--- config.mk ---
export PLATFORM = sky130hd
export DESIGN_NAME = uart_boot_loader_flat
export DESIGN_NICKNAME = d
export VERILOG_FILES = /design/src/rtl/uart_boot_loader_if.sv /design/src/rtl/uart_boot_loader.sv /design/src/flat_wrapper.sv
export SDC_FILE = /design/constraint.sdc
export NUM_CORES = 1
export LEC_CHECK = 0
export BUFFER_PORTS_ARGS = -buffer_cell sky130_fd_sc_hd__buf_2
export CORE_ASPECT_RATIO = 1.4
export CORE_MARGIN = 2
export CORE_UTILIZATION = 54
export CTS_CLUSTER_DIAMETER = 200
export DETAILED_ROUTE_END_ITERATION = 16
export HOLD_SLACK_MARGIN = 0.15
export PLACE_DENSITY = 0.75
export REMOVE_ABC_BUFFERS = 1
export SYNTH_ARGS = -nofsm -noshare
export SYNTH_HDL_FRONTEND = slang
export SYNTH_SLANG_ARGS = --single-unit
--- constraint.sdc ---
create_clock -name clk -period 4.9 [get_ports clk]
set_input_delay 0.98 -clock clk [delete_from_list [all_inputs] [get_ports clk]]
set_output_delay 0.98 -clock clk [all_outputs]
set_load 0.01 [all_outputs]
--- src/rtl/uart_boot_loader_if.sv ---
// Bus between the serial bootloader and the memory/processor side.
// Carries the rx line, the memory write port and the load status.
interface uart_boot_loader_if;
    logic        rx;
    logic        mem_wr;
    logic [31:0] mem_addr;
    logic [31:0] mem_data;
    logic        cpu_hold;
    logic        done;
    logic        err;

    modport master (
        input  rx,
        output mem_wr,
        output mem_addr,
        output mem_data,
        output cpu_hold,
        output done,
        output err
    );

    modport slave (
        output rx,
        input  mem_wr,
        input  mem_addr,
        input  mem_data,
        input  cpu_hold,
        input  done,
        input  err
    );
endinterface

--- src/rtl/uart_boot_loader.sv ---
// Serial bootloader: receives a framed image over 8N1 UART and writes
// it word by word into main memory from address 0, holding the CPU.
module uart_boot_loader #(
    parameter int CLK_FREQ  = 50000000,
    parameter int BAUD      = 9600,
    parameter int MAX_WORDS = 1024
) (
    input  logic               clk,
    input  logic               rst,
    uart_boot_loader_if.master bus
);
    localparam int          DIV      = CLK_FREQ / (BAUD * 16);
    localparam int          DIVM1    = (DIV > 1) ? DIV - 1 : 0;
    localparam logic [15:0] DIV_LAST = 16'(DIVM1);
    localparam logic [16:0] MAXW     = 17'(MAX_WORDS);

    typedef enum logic [1:0] {
        R_HUNT, R_START, R_DATA, R_STOP
    } rx_state_t;

    typedef enum logic [2:0] {
        S_IDLE, S_CNT_HI, S_CNT_LO, S_DATA, S_CHK, S_DONE, S_ERR
    } state_t;

    logic [1:0]  sync_q;
    logic        rx_prev_q;
    logic        rx_s;

    rx_state_t   rs_q, rs_d;
    logic [15:0] div_q, div_d;
    logic [3:0]  tcnt_q, tcnt_d;
    logic [2:0]  bcnt_q, bcnt_d;
    logic [7:0]  sh_q, sh_d;
    logic        tick;
    logic        byte_valid;
    logic        frame_err;

    state_t      st_q, st_d;
    logic [15:0] cnt_q, cnt_d;
    logic [15:0] words_q, words_d;
    logic [1:0]  bytec_q, bytec_d;
    logic [7:0]  sum_q, sum_d;
    logic [31:0] addr_q, addr_d;
    logic [31:0] data_q, data_d;
    logic        wr_q, wr_d;
    logic        err_q, err_d;
    logic        done_q, done_d;
    logic        hold_q, hold_d;

    assign rx_s = sync_q[1];
    assign tick = (div_q == DIV_LAST);

    // Two-flop rx synchronizer plus a delayed copy for falling-edge detect.
    always_ff @(posedge clk or posedge rst) begin
        if (rst) begin
            sync_q    <= 2'b11;
            rx_prev_q <= 1'b1;
        end else begin
            sync_q    <= {sync_q[0], bus.rx};
            rx_prev_q <= rx_s;
        end
    end

    // Receiver state and oversampling counters.
    always_ff @(posedge clk or posedge rst) begin
        if (rst) begin
            rs_q   <= R_HUNT;
            div_q  <= '0;
            tcnt_q <= '0;
            bcnt_q <= '0;
            sh_q   <= '0;
        end else begin
            rs_q   <= rs_d;
            div_q  <= div_d;
            tcnt_q <= tcnt_d;
            bcnt_q <= bcnt_d;
            sh_q   <= sh_d;
        end
    end

    // Receiver next state: start check at tick 8, then every 16 ticks.
    always_comb begin
        rs_d       = rs_q;
        div_d      = div_q;
        tcnt_d     = tcnt_q;
        bcnt_d     = bcnt_q;
        sh_d       = sh_q;
        byte_valid = 1'b0;
        frame_err  = 1'b0;
        if (rs_q != R_HUNT) begin
            div_d = tick ? '0 : div_q + 16'd1;
            if (tick) tcnt_d = tcnt_q + 4'd1;
        end
        unique case (rs_q)
            R_HUNT: begin
                if (rx_prev_q && !rx_s) begin
                    rs_d   = R_START;
                    div_d  = '0;
                    tcnt_d = '0;
                end
            end
            R_START: begin
                if (tick && tcnt_q == 4'd7) begin
                    if (rx_s) begin
                        rs_d = R_HUNT;
                    end else begin
                        rs_d   = R_DATA;
                        tcnt_d = '0;
                        bcnt_d = '0;
                    end
                end
            end
            R_DATA: begin
                if (tick && tcnt_q == 4'd15) begin
                    sh_d   = {rx_s, sh_q[7:1]};
                    bcnt_d = bcnt_q + 3'd1;
                    if (bcnt_q == 3'd7) rs_d = R_STOP;
                end
            end
            R_STOP: begin
                if (tick && tcnt_q == 4'd15) begin
                    rs_d = R_HUNT;
                    if (rx_s) byte_valid = 1'b1;
                    else      frame_err  = 1'b1;
                end
            end
            default: rs_d = R_HUNT;
        endcase
    end

    // Loader state and registered memory/status outputs.
    always_ff @(posedge clk or posedge rst) begin
        if (rst) begin
            st_q    <= S_IDLE;
            cnt_q   <= '0;
            words_q <= '0;
            bytec_q <= '0;
            sum_q   <= '0;
            addr_q  <= '0;
            data_q  <= '0;
            wr_q    <= 1'b0;
            err_q   <= 1'b0;
            done_q  <= 1'b0;
            hold_q  <= 1'b1;
        end else begin
            st_q    <= st_d;
            cnt_q   <= cnt_d;
            words_q <= words_d;
            bytec_q <= bytec_d;
            sum_q   <= sum_d;
            addr_q  <= addr_d;
            data_q  <= data_d;
            wr_q    <= wr_d;
            err_q   <= err_d;
            done_q  <= done_d;
            hold_q  <= hold_d;
        end
    end

    // Loader next state; DATA is left only after the last strobe clears.
    always_comb begin
        st_d    = st_q;
        cnt_d   = cnt_q;
        words_d = words_q;
        bytec_d = bytec_q;
        sum_d   = sum_q;
        addr_d  = addr_q;
        data_d  = data_q;
        wr_d    = 1'b0;
        err_d   = err_q;
        done_d  = done_q;
        hold_d  = hold_q;
        unique case (st_q)
            S_IDLE: begin
                if (byte_valid && sh_q == 8'hA5) begin
                    st_d  = S_CNT_HI;
                    err_d = 1'b0;
                end
            end
            S_CNT_HI: begin
                if (byte_valid) begin
                    cnt_d = {sh_q, cnt_q[7:0]};
                    st_d  = S_CNT_LO;
                end
            end
            S_CNT_LO: begin
                if (byte_valid) begin
                    cnt_d   = {cnt_q[15:8], sh_q};
                    sum_d   = '0;
                    addr_d  = '0;
                    words_d = '0;
                    bytec_d = '0;
                    if ({1'b0, cnt_q[15:8], sh_q} > MAXW)
                        st_d = S_ERR;
                    else if ({cnt_q[15:8], sh_q} == 16'd0)
                        st_d = S_CHK;
                    else
                        st_d = S_DATA;
                end
            end
            S_DATA: begin
                if (byte_valid) begin
                    data_d  = {data_q[23:0], sh_q};
                    sum_d   = sum_q + sh_q;
                    bytec_d = bytec_q + 2'd1;
                    if (bytec_q == 2'd3) begin
                        wr_d    = 1'b1;
                        words_d = words_q + 16'd1;
                    end
                end
                if (wr_q) begin
                    if (words_q == cnt_q) st_d = S_CHK;
                    else addr_d = addr_q + 32'd4;
                end
            end
            S_CHK: begin
                if (byte_valid)
                    st_d = (sh_q == sum_q) ? S_DONE : S_ERR;
            end
            S_DONE: st_d = S_DONE;
            S_ERR:  st_d = S_IDLE;
            default: st_d = S_IDLE;
        endcase
        if (frame_err && st_q != S_IDLE && st_q != S_DONE)
            st_d = S_ERR;
        if (st_d == S_ERR) err_d = 1'b1;
        if (st_d == S_DONE) begin
            done_d = 1'b1;
            hold_d = 1'b0;
        end
    end

    assign bus.mem_wr   = wr_q;
    assign bus.mem_addr = addr_q;
    assign bus.mem_data = data_q;
    assign bus.cpu_hold = hold_q;
    assign bus.done     = done_q;
    assign bus.err      = err_q;
endmodule

--- src/flat_wrapper.sv ---
// flat-port wrapper written by rule: the top's interface ports become plain ports
module uart_boot_loader_flat 
#(
    parameter int CLK_FREQ  = 50000000,
    parameter int BAUD      = 9600,
    parameter int MAX_WORDS = 1024
)
  (clk, rst, bus_rx, bus_mem_wr, bus_mem_addr, bus_mem_data, bus_cpu_hold, bus_done, bus_err);
  uart_boot_loader_if bus_i ();
  input  logic clk;
  input  logic rst;
  input wire logic [$bits(bus_i.rx)-1:0] bus_rx;
  output wire logic [$bits(bus_i.mem_wr)-1:0] bus_mem_wr;
  output wire logic [$bits(bus_i.mem_addr)-1:0] bus_mem_addr;
  output wire logic [$bits(bus_i.mem_data)-1:0] bus_mem_data;
  output wire logic [$bits(bus_i.cpu_hold)-1:0] bus_cpu_hold;
  output wire logic [$bits(bus_i.done)-1:0] bus_done;
  output wire logic [$bits(bus_i.err)-1:0] bus_err;
  assign bus_i.rx = bus_rx;
  assign bus_mem_wr = bus_i.mem_wr;
  assign bus_mem_addr = bus_i.mem_addr;
  assign bus_mem_data = bus_i.mem_data;
  assign bus_cpu_hold = bus_i.cpu_hold;
  assign bus_done = bus_i.done;
  assign bus_err = bus_i.err;
  uart_boot_loader #(.CLK_FREQ(CLK_FREQ), .BAUD(BAUD), .MAX_WORDS(MAX_WORDS)) u_core (.clk(clk), .rst(rst), .bus(bus_i));
endmodule
# [After elaboration in Yosys (flattened, before gate mapping)]
# Index checks and enable logic that the tools add are counted.
[op_classes] add_sub_neg=7 n_mul=0 div=0 magnitude_cmp=1 n_eq_ne=30 shift=0 mux=61 bitwise_logic=2 reduce_logical=26
[ops] operator="two-way mux 16 bit" n=8
[ops] operator="two-way mux 32 bit" n=3
[ops] operator="case mux 16 bit (2 select lines)" n=2
[ops] operator="case mux 32 bit (2 select lines)" n=1
[ops] operator="two-way mux 3 bit" n=12
[ops] operator="adder 16 x 1 -> 16 bit (second input constant)" n=2
[ops] operator="adder 32 x 3 -> 32 bit (second input constant)" n=1
[ops] operator="two-way mux 8 bit" n=3
[ops] operator="two-way mux 4 bit" n=5
[ops] operator="two-way mux 2 bit" n=9
[ops] operator="inequality test 2 x 1 -> 1 bit (second input constant)" n=9
[ops] operator="case mux 3 bit (6 select lines)" n=1
[ops] operator="equality test 16 bit" n=1
[ops] operator="equality test 16 x 9 -> 1 bit (second input constant)" n=1
[ops] operator="greater-than comparator 16 x 11 -> 1 bit (second input constant)" n=1
[ops] operator="logical NOT 16 bit" n=1
[ops] operator="case mux 8 bit (2 select lines)" n=1
[ops] operator="equality test 3 bit (second input constant)" n=5
[ops] operator="two-way mux 1 bit" n=12
[ops] operator="AND reduction 4 bit" n=3
[ops] operator="nonzero test 2 bit" n=5
[ops] operator="AND reduction 3 bit" n=3
[ops] operator="adder 8 bit" n=1
[ops] operator="equality test 8 bit" n=1
[ops] operator="24 further kinds" n=36
[totals] regBits=149 latch_bits=0 mem_bits_rw=0 mem_bits_ro=0 inputBits=3 out_inout_bits=68 elab_cells=146 mem_count=0

# [Longest topological paths before layout]
# Gate-level depths: netlist (run 1).
[logic_depth] depth_word=11 mapped_depth=10 mapped_depth_nobuf=8

# [Least setup slack after synthesis (run 1)]
# OpenSTA, ideal clock, no wires.
[synth_path] path_kind="register to register" from="register u_core.div_q[0]" to="register u_core.addr_q[19] (netlist: u_core.bus.mem_addr[19])" setup_time_ns=0.078 arrival_time_ns=2.028 required_ns=4.822 path_slack_ns=2.794 path_stages_with_launch=10 n_path_buf=1 period_less_slack_ns=2.106 path_cell_list="dfrtp_1 -> inv_1 -> ha_1 -> nor4b_4 -> and4_1 -> buf_4 -> and2_4 -> a21oi_2 -> or4_1 -> a21oi_1"
[synth_between] elab_chain_len=6
[synth_lines] item="from (decl)" line="uart_boot_loader.sv:30" rtl="logic [15:0] div_q, div_d;"
[synth_lines] item="from (signal assigned)" line="uart_boot_loader.sv:74" rtl="div_q <= div_d;"
[synth_lines] item="equality test 16 x 9 -> 1 bit" line="uart_boot_loader.sv:51" rtl="assign tick = (div_q == DIV_LAST);"
[synth_lines] item="logical AND 1 bit" line="uart_boot_loader.sv:121" rtl="if (tick && tcnt_q == 4'd15) begin"
[synth_lines] item="two-way mux 1 bit" line="uart_boot_loader.sv:121"
[synth_lines] item="two-way mux 1 bit" line="uart_boot_loader.sv:94" rtl="unique case (rs_q)"
[synth_lines] item="inequality test 2 x 1 -> 1 bit (no source line)"
[synth_lines] item="AND reduction 4 bit (no source line)"
[synth_lines] item="to (signal assigned)" line="uart_boot_loader.sv:151" rtl="addr_q <= addr_d;"
[synth_lines] item="to (decl)" line="uart_boot_loader.sv:43" rtl="logic [31:0] addr_q, addr_d;"
# No other way between the ends.
# A chain may end at the register's enable or synchronous reset.

# [Worst setup path after layout (run 1)]
[layout_path] from="register u_core.div_q[0]" to="register u_core.sum_q[7]"
[layout_between] elab_chain_len=6 word_cells_on_any_way=7 cone_classes="3 x eq/ne; 2 x mux; 2 x reduce/logical"
[layout_lines] item="equality test 16 x 9 -> 1 bit *" line="uart_boot_loader.sv:51"
[layout_lines] item="logical AND 1 bit *" line="uart_boot_loader.sv:121"
[layout_lines] item="two-way mux 1 bit *" line="uart_boot_loader.sv:121"
[layout_lines] item="two-way mux 1 bit *" line="uart_boot_loader.sv:94"
[layout_lines] item="inequality test 2 x 1 -> 1 bit (no source line)"
[layout_lines] item="AND reduction 3 bit (no source line) *"
[layout_lines] item="to (signal assigned)" line="uart_boot_loader.sv:150" rtl="sum_q <= sum_d;"
[layout_lines] item="to (decl)" line="uart_boot_loader.sv:42" rtl="logic [7:0] sum_q, sum_d;"
# Every way passes the cells marked *; elsewhere a longest branch is shown, timed or not.

==> results of run 1 <==
cells by family (layout without fill, tap and decap cells):
group                      Yosys count  count (layout)
adders and majority gates           16              16
xor gates and xnor gates            49              49
other                                1               2
and+or+nand+nor                    421             421
muxes                               24              24
AOI/OAI and AO/OA                  103             103
DFF                                147             147
buffers and inverters               44             119
metal layers:
| layer | routed length, um | up-vias | track usage |
|---|---|---|---|
| met4 | 439 | 0 | 0.104 |
| met5 | 0 | - | 0 |
| met1 | 6920 | 3095 | 0.277 |
| li1 | - | 2905 | - |
| met2 | 9580 | 171 | 0.461 |
| met3 | 720 | 35 | 0.0458 |
metrics by stage:
step	setup TNS [ns]	hold WS (ns)	setup WS, ns
finish	0	0.356	1.85
global route	0	0.363	1.46
detailed placement	0	0.349	1.86
floorplan	-3.53	0.345	-0.0247
global placement	0	0.347	2.05
CTS	0	0.358	1.86
worst max-delay path by stage:
stage | slack (ns) | end | start | cells after the start
floorplan | -0.02 | u_core.bcnt_q[0] | rst | 1
global placement | 2.05 | u_core.sum_q[7] | u_core.div_q[0] | 8
detailed placement | 1.86 | u_core.sum_q[7] | u_core.div_q[0] | 8
CTS | 1.86 | u_core.sum_q[7] | u_core.div_q[0] | 8
global route | 1.46 | u_core.sum_q[7] | u_core.div_q[0] | 8
finish | 1.85 | u_core.sum_q[7] | u_core.div_q[0] | 8
where the power goes:
| group | switching, mW | internal, mW |
|---|---|---|
| clock network | 0.509 | 0.815 |
| logic | 0.0828 | 0.0586 |
| registers | 0.0491 | 1.25 |
| total | 0.641 | 2.12 |
flip-flops by register name, summed over array words and instances, names as in the netlist:
signal,flops
u_core.tcnt_q,4
u_core.sh_q,8
u_core.bus.done,1
u_core.rs_q,2
u_core.div_q,16
u_core.bus.cpu_hold,1
u_core.bus.mem_wr,1
u_core.bcnt_q,3
u_core.bus.mem_addr,30
u_core.sum_q,8
u_core.bytec_q,2
u_core.st_q,3
u_core.bus.err,1
u_core.sync_q,2
u_core.rx_prev_q,1
u_core.words_q,16
u_core.cnt_q,16
u_core.bus.mem_data,32
cell usage after synthesis, drive strengths merged, types with 2 or more instances:
| cell | instances | area [um2] |
|---|---|---|
| and3 | 11 | 68.8 |
| and2 | 6 | 40.0 |
| dfrtp | 143 | 3580 |
| nand2b | 18 | 113 |
| nand4 | 18 | 113 |
| nor4 | 19 | 153 |
| nor4b | 8 | 113 |
| o211ai | 4 | 30.0 |
| nor3 | 9 | 50.1 |
| xnor2 | 16 | 140 |
| mux2 | 9 | 101 |
| inv | 16 | 60.1 |
| or4 | 4 | 33.8 |
| nor2 | 53 | 201 |
| xor2 | 33 | 289 |
| a221oi | 2 | 17.5 |
| o2111ai | 4 | 35.0 |
| dfstp | 4 | 105 |
| or3 | 8 | 50.1 |
| ha | 15 | 188 |
| and4 | 11 | 96.3 |
| or2 | 5 | 31.3 |
| a22o | 4 | 35.0 |
| o21ai | 45 | 225 |
| buf | 8 | 46.3 |
| nor3b | 3 | 22.5 |
| a21o | 4 | 30.0 |
| a21oi | 20 | 104 |
| nand3 | 26 | 130 |
| o31ai | 7 | 52.6 |
| a31oi | 5 | 31.3 |
| nand2 | 209 | 785 |
| mux2i | 15 | 150 |
| nor2b | 9 | 56.3 |
| clkbuf | 20 | 75.1 |
area by class of cell:
type                    count  area [um2]  share of cell area
well taps                 182         228              0.0266
repair buffers             71         363              0.0423
clock inverters            12         155              0.0181
inverters                  16        65.1             0.00759
flip-flops and latches    147        3680               0.430
clock buffers              20         447              0.0521
multi-input cells         615        3630               0.424
==> flow_metrics.env, run 1 <==
export IMPL_detail_route_wirelength_mm=17.7
export IMPL_track_usage=0.247
export IMPL_std_cell_rows=50
export IMPL_layout_common_cells="209 x sky130_fd_sc_hd__nand2_1, 143 x sky130_fd_sc_hd__dfrtp_1, 68 x sky130_fd_sc_hd__buf_2"
export IMPL_synth_edf_count=0
export IMPL_finalClockSkew_ns=0.0103
export IMPL_combinational_family_with_the_most_area_after_synthesis="simple AND/OR/NAND/NOR gates"
export IMPL_timing_worst_slew_pin_value_ns=1.18
export IMPL_ir_worst_vdd_uv=218
export IMPL_worst_r2r_setup_slack_ns=1.85
export IMPL_synthDistinctLibCells=61
export IMPL_register_to_register_path_depth=8
export IMPL_timing_critical_path_from_type="register"
export IMPL_die_height_um=143
export IMPL_final_util=0.637
export IMPL_synth_mux_area_frac=0.0336
export IMPL_cts_tree="done"
export IMPL_grt_max_degree=74
export IMPL_synth_simple_gate_area_share=0.280
export IMPL_number_of_routed_nets_with_antenna_violations=0
export IMPL_antenna_cells=0
export IMPL_crit_path_top_delay_cell="sky130_fd_sc_hd__nand2_1"
export IMPL_cts_hold_buffers_added=0
export IMPL_placeableCoreArea_um2=13500
export IMPL_synth_compound_area_frac=0.0848
export IMPL_antenna_violations_before_repair=0
export IMPL_timing_hold_violations_final=0
export IMPL_worst_endpoint_required_ns=5.25
export IMPL_cp_slowest_stage_delay_ns=0.75
export IMPL_count_of_buffers_added_by_post_cts_timing_repair_for_setup=0
export IMPL_clock_latency_ns=0.42
export IMPL_globalplace_congestion=0.890
export IMPL_grt_pass1_vias=6103
export IMPL_synth_seq_cells=147
export IMPL_total_power_mw=2.76
export IMPL_run_status="complete, no violations"
export IMPL_worst_path_dominant_cell_family="simple AND/OR/NAND/NOR gates"
export IMPL_dieWidth_um=104
export IMPL_ys_seq_area_frac=0.492
export IMPL_layout_commonest_cell="sky130_fd_sc_hd__nand2_1"
export IMPL_arrival_ns=3.40
export IMPL_power_density_cell_area_nw_per_um2=322
export IMPL_layoutNonFillerInstCount=1063
export IMPL_cts_buffer_depth=2
export IMPL_rsz_0062_raised_after_global_routing="no"
export IMPL_rr_endpoint="u_core.sum_q[7]"
export IMPL_post_route_clock_period_utilization=0.622
export IMPL_synth_warnings=0
export IMPL_area_growth_syn_to_layout_pct=14.5
export IMPL_worst_setup_path_type="register to register"
export IMPL_power_leakage_nw=4.37
export IMPL_nFillCells=1091
export IMPL_io_buffer_count=68
export IMPL_final_min_clock_period_ns=3.05
export IMPL_worstPathBufferInverterCount=1
export IMPL_vias_per_cell=5.84
export IMPL_sink_count=147
export IMPL_synth_main_ff_cell="sky130_fd_sc_hd__dfrtp_1"
export IMPL_root_buffer="sky130_fd_sc_hd__clkbuf_16"
export IMPL_post_synth_inst_count=805
export IMPL_synth_area_in_xor_xnor=0.0573
export IMPL_number_of_setup_violations_in_the_final_report=0
export IMPL_worstHoldPathCells=0
export IMPL_critical_path_reg2reg_startpoint="u_core.div_q[0]"
export IMPL_finalInstanceArea_um2=8570
export IMPL_grt_remaining_overflow=0
export IMPL_top_level_ports=71
export IMPL_crit_chain="inv_1 > ha_1 > nor4b_4 > nand4_1 > nor2_1 > nand2_1 > o2111ai_1 > nor2b_1"
export IMPL_hold_path_class="register to register"
export IMPL_max_freq_mhz=328
export IMPL_cts_resized_gates=0
export IMPL_drt_pass1_iter_count=7
export IMPL_cts_inserted_buffers=17
export IMPL_critPathCaptureType="register"
export IMPL_detail_route_iter0_violations=432
export IMPL_slew_headroom=0.210
export IMPL_async_reset_ff_frac=1.00
export IMPL_hp_start="u_core.sync_q[0]"
export IMPL_max_cap_violation_count=0
export IMPL_vias=6206
export IMPL_whs_endpoint="u_core.sync_q[1]"
export IMPL_synth_fa_ha_area_frac=0.0277
export IMPL_clkTransAtPathRegs_ns=0.06
export IMPL_wl_per_cell_um=16.6
export IMPL_cts_htree_levels=4
export IMPL_placed_area_um2=7970
export IMPL_layout_drive_gt1_share=0.152
export IMPL_detail_route_drc_violations=0
export IMPL_final_nets=887
export IMPL_crit_fanout=38
export IMPL_grt_pass1_wl_mm=29.3
export IMPL_dp_cells=1031
export IMPL_syn_cell_area_um2=7480
export IMPL_initial_utilization=0.556
export IMPL_final_max_slew_violation_count=0
export IMPL_place_detailed_hpwl_mm=12.3
export IMPL_die_area_um2=14800
export IMPL_average_instance_area_after_synthesis_um2=9.30
(Power assumes the default switching activity.)
==> run 2, diff against run 1 <==
--- a/config.mk
+++ b/config.mk
@@ -5,14 +5,15 @@
 export SDC_FILE = /design/constraint.sdc
 export NUM_CORES = 1
 export LEC_CHECK = 0
+export ABC_AREA = 1
 export BUFFER_PORTS_ARGS = -buffer_cell sky130_fd_sc_hd__buf_2
 export CORE_ASPECT_RATIO = 1.4
 export CORE_MARGIN = 2
-export CORE_UTILIZATION = 54
+export CORE_UTILIZATION = 55
 export CTS_CLUSTER_DIAMETER = 200
 export DETAILED_ROUTE_END_ITERATION = 16
 export HOLD_SLACK_MARGIN = 0.15
-export PLACE_DENSITY = 0.75
+export PLACE_DENSITY = 0.72
 export REMOVE_ABC_BUFFERS = 1
 export SYNTH_ARGS = -nofsm -noshare
 export SYNTH_HDL_FRONTEND = slang
==> constraint.sdc (replaced) <==
create_clock -name clk -period 2.9 [get_ports clk]
set_input_delay 0.58 -clock clk [delete_from_list [all_inputs] [get_ports clk]]
set_output_delay 0.58 -clock clk [all_outputs]
set_load 0.01 [all_outputs]
==> flow_metrics.env, run 2 <==
export IMPL_run_status="complete, no violations"
export IMPL_synth_compound_area_frac=0.103
export IMPL_die_height_um=148
export IMPL_std_cell_rows=52
export IMPL_synth_top_cell_area_share=0.436
export IMPL_synth_edf_count=0
export IMPL_max_cap_violation_count=0
export IMPL_timing_critical_path_from_type="register"
export IMPL_vias_per_cell=5.42
export IMPL_crit_chain="inv_1 > ha_1 > nand2_1 > clkinv_1 > nand2_2 > nor2_1 > nand2_2 > nor2_4 > nand2_2 > nor2_4 > buf_4 > nor2_1 > a21oi_1"
export IMPL_critPathCaptureType="register"
export IMPL_grt_pass1_wl_mm=33.5
export IMPL_final_min_clock_period_ns=2.27
export IMPL_die_area_um2=15900
export IMPL_worstSetupPathDepth=13
export IMPL_yosys_cell_count_top_type="sky130_fd_sc_hd__nand2_1"
export IMPL_arrival_ns=2.63
export IMPL_seq_power_share=0.446
export IMPL_layoutNonFillerInstCount=1340
export IMPL_async_reset_ff_frac=1.00
export IMPL_dieWidth_um=107
export IMPL_placeableCoreArea_um2=14500
export IMPL_switching_power_mw=1.15
export IMPL_layout_common_cells="277 x sky130_fd_sc_hd__nand2_1, 143 x sky130_fd_sc_hd__dfrtp_1, 130 x sky130_fd_sc_hd__inv_1"
export IMPL_final_nets=1158
export IMPL_place_detailed_hpwl_mm=15.0
export IMPL_detail_route_iter0_violations=422
export IMPL_wl_per_cell_um=15.0
export IMPL_grt_pass1_vias=7041
export IMPL_synth_top_cells_by_area="sky130_fd_sc_hd__dfrtp_1 44%, sky130_fd_sc_hd__nand2_1 13%, sky130_fd_sc_hd__inv_1 6.0%"
export IMPL_combinational_family_with_the_most_area_after_synthesis="simple AND/OR/NAND/NOR gates"
export IMPL_synth_simple_gate_area_share=0.308
export IMPL_post_route_clock_period_utilization=0.782
export IMPL_io_buffer_count=68
export IMPL_track_usage=0.266
export IMPL_post_synth_inst_count=1064
export IMPL_crit_path_top_delay_cell="sky130_fd_sc_hd__dfrtp_1"
export IMPL_hold_path_class="input pin to async pin"
export IMPL_synth_common_cells="277 x sky130_fd_sc_hd__nand2_1, 143 x sky130_fd_sc_hd__dfrtp_1, 131 x sky130_fd_sc_hd__inv_1"
export IMPL_layout_drive_gt1_share=0.147
export IMPL_area_growth_syn_to_layout_pct=14.2
export IMPL_cts_htree_levels=4
export IMPL_detail_route_wirelength_mm=20.1
export IMPL_synth_warnings=0
export IMPL_worst_endpoint_required_ns=3.26
export IMPL_power_share_combinational=0.054
export IMPL_number_of_routed_nets_with_antenna_violations=0
export IMPL_timing_critical_path_mode_cell="sky130_fd_sc_hd__nand2_2"
export IMPL_clock_latency_ns=0.43
export IMPL_drt_pass1_iter_count=5
export IMPL_number_of_setup_violations_in_the_final_report=0
export IMPL_final_max_slew_violation_count=0
export IMPL_worstPathBufferInverterCount=3
export IMPL_antenna_violations_before_repair=0
export IMPL_cts_tree="done"
export IMPL_cts_resized_gates=0
export IMPL_power_density_cell_area_nw_per_um2=522
export IMPL_layout_commonest_cell="sky130_fd_sc_hd__nand2_1"
export IMPL_portion_of_total_power_attributed_to_the_clock_network=0.501
export IMPL_cts_buffer_depth=2
export IMPL_antenna_cells=0
export IMPL_final_util=0.645
export IMPL_timing_hold_violations_final=0
export IMPL_register_to_register_path_depth=13
export IMPL_cts_hold_buffers_added=0
export IMPL_synth_mux_area_frac=0.00137
export IMPL_slew_headroom=0.581
export IMPL_total_power_mw=4.88
export IMPL_clkTransAtPathRegs_ns=0.06
export IMPL_setup_tns_ns=0
export IMPL_worst_setup_path_type="register to register"
export IMPL_timing_worst_slew_pin_value_ns=0.625
export IMPL_average_instance_area_after_synthesis_um2=7.71
export IMPL_top_level_ports=71
export IMPL_detail_route_drc_violations=0
export IMPL_max_freq_mhz=441
export IMPL_sink_count=147
export IMPL_synth_seq_cells=147
export IMPL_power_leakage_nw=4.63
export IMPL_grt_remaining_overflow=0
export IMPL_ir_worst_vdd_uv=457
export IMPL_power_switching_share=0.236
export IMPL_vias=7260
export IMPL_cellInternalPower_mw=3.73
export IMPL_rsz_0062_raised_after_global_routing="no"
export IMPL_synthDistinctLibCells=48
export IMPL_synth_fa_ha_area_frac=0.0253
export IMPL_cp_slowest_stage_delay_ns=0.39
export IMPL_syn_cell_area_um2=8200
export IMPL_worst_path_dominant_cell_family="simple AND/OR/NAND/NOR gates"
export IMPL_synth_main_ff_cell="sky130_fd_sc_hd__dfrtp_1"
export IMPL_worst_hold_slack_across_all_endpoints_ns=0.181
export IMPL_dp_cells=1309
export IMPL_root_buffer="sky130_fd_sc_hd__clkbuf_16"
export IMPL_globalplace_congestion=0.950
export IMPL_count_of_buffers_added_by_post_cts_timing_repair_for_setup=0
export IMPL_netlist_top_cell_by_area="sky130_fd_sc_hd__dfrtp_1"
export IMPL_synth_area_in_xor_xnor=0.0256
export IMPL_cts_inserted_buffers=17
export IMPL_finalClockSkew_ns=0.00950
export IMPL_initial_utilization=0.565
export IMPL_nFillCells=1296
export IMPL_ys_seq_area_frac=0.449
export IMPL_crit_fanout=15
export IMPL_largest_register_ffs=32
export IMPL_grt_max_degree=54
-- run 2: changes by cell type after synthesis, moves of 14 or more --
cell	delta
sky130_fd_sc_hd__nand2b_1	-18
sky130_fd_sc_hd__nor2_1	+62
sky130_fd_sc_hd__nand4_1	+19
sky130_fd_sc_hd__clkbuf_1	-18
sky130_fd_sc_hd__mux2i_1	-15
sky130_fd_sc_hd__nand3_1	+41
sky130_fd_sc_hd__nor4_1	-14
sky130_fd_sc_hd__inv_1	+115
sky130_fd_sc_hd__o21ai_0	+35
sky130_fd_sc_hd__nor3_1	+24
sky130_fd_sc_hd__xnor2_1	-14
sky130_fd_sc_hd__nand2_1	+68
-- run 2: logic make-up (layout without fill, tap and decap cells) --
family / count (synthesis) / count (layout)
flip-flops: 147 / 147
multiplexers: 1 / 1
AND/OR/NAND/NOR: 561 / 561
other: 1 / 2
XOR/XNOR: 24 / 24
adder cells (fa/ha/maj): 16 / 16
buffers and inverters: 166 / 252
AO/OA/AOI/OAI: 148 / 148
-- run 2: power groups by stage --
stage | registers (mW) | clock network (mW) | logic (mW)
floorplan | 2.19 | 0 | 0.205
finish | 2.18 | 2.44 | 0.262
CTS | 2.17 | 2.48 | 0.266
global route | 2.19 | 2.57 | 0.305
global placement | 2.21 | 0 | 0.259
detailed placement | 2.21 | 0 | 0.263
-- run 2: worst reg2reg max path: cells and delay by family (launching register included) --
| family | cells | cell delay (ns) |
|---|---|---|
| flip-flops | 1 | 0.39 |
| AND/OR/NAND/NOR | 8 | 1.05 |
| adder cells (fa/ha/maj) | 1 | 0.18 |
| buffers and inverters | 3 | 0.47 |
| AO/OA/AOI/OAI | 1 | 0.11 |
-- run 2: area by class of cell --
| type | instances | area, um2 | share of cell area |
|---|---|---|---|
| clock buffer | 17 | 425 | 0.0454 |
| clock inverter | 14 | 224 | 0.0239 |
| inverter | 141 | 534 | 0.0571 |
| multi-input combinational | 752 | 3800 | 0.406 |
| sequential | 147 | 3680 | 0.393 |
| tap | 189 | 236 | 0.0253 |
| timing repair buffer | 80 | 455 | 0.0486 |
-- run 2: through the flow --
stage,area [um2],setup slack [ns]
floorplan,8020,-1.62
global placement,8710,0.728
detailed placement,8710,0.671
CTS,9360,0.661
global route,9360,0.369
finish,9360,0.632
-- run 2: layer usage --
metal	up-vias	track usage	wire, um
met5	-	0	0
met4	0	0.145	973
met3	72	0.0535	782
met2	203	0.472	10600
met1	3387	0.298	7800
li1	3598	-	-
-- run 2: final timing paths --
path,slack (ns),start,endpoint
setup / recovery,0.63,u_core.div_q[0],u_core.bus.mem_data[22]
hold / removal,0.18,rst,u_core.sum_q[4]
setup reg to reg,0.63,u_core.div_q[0],u_core.bus.mem_data[22]
hold reg to reg,0.36,u_core.sync_q[0],u_core.sync_q[1]
max in group asynchronous,2.01,rst,u_core.rx_prev_q
min in group clk,0.25,bus_rx,u_core.sync_q[0]
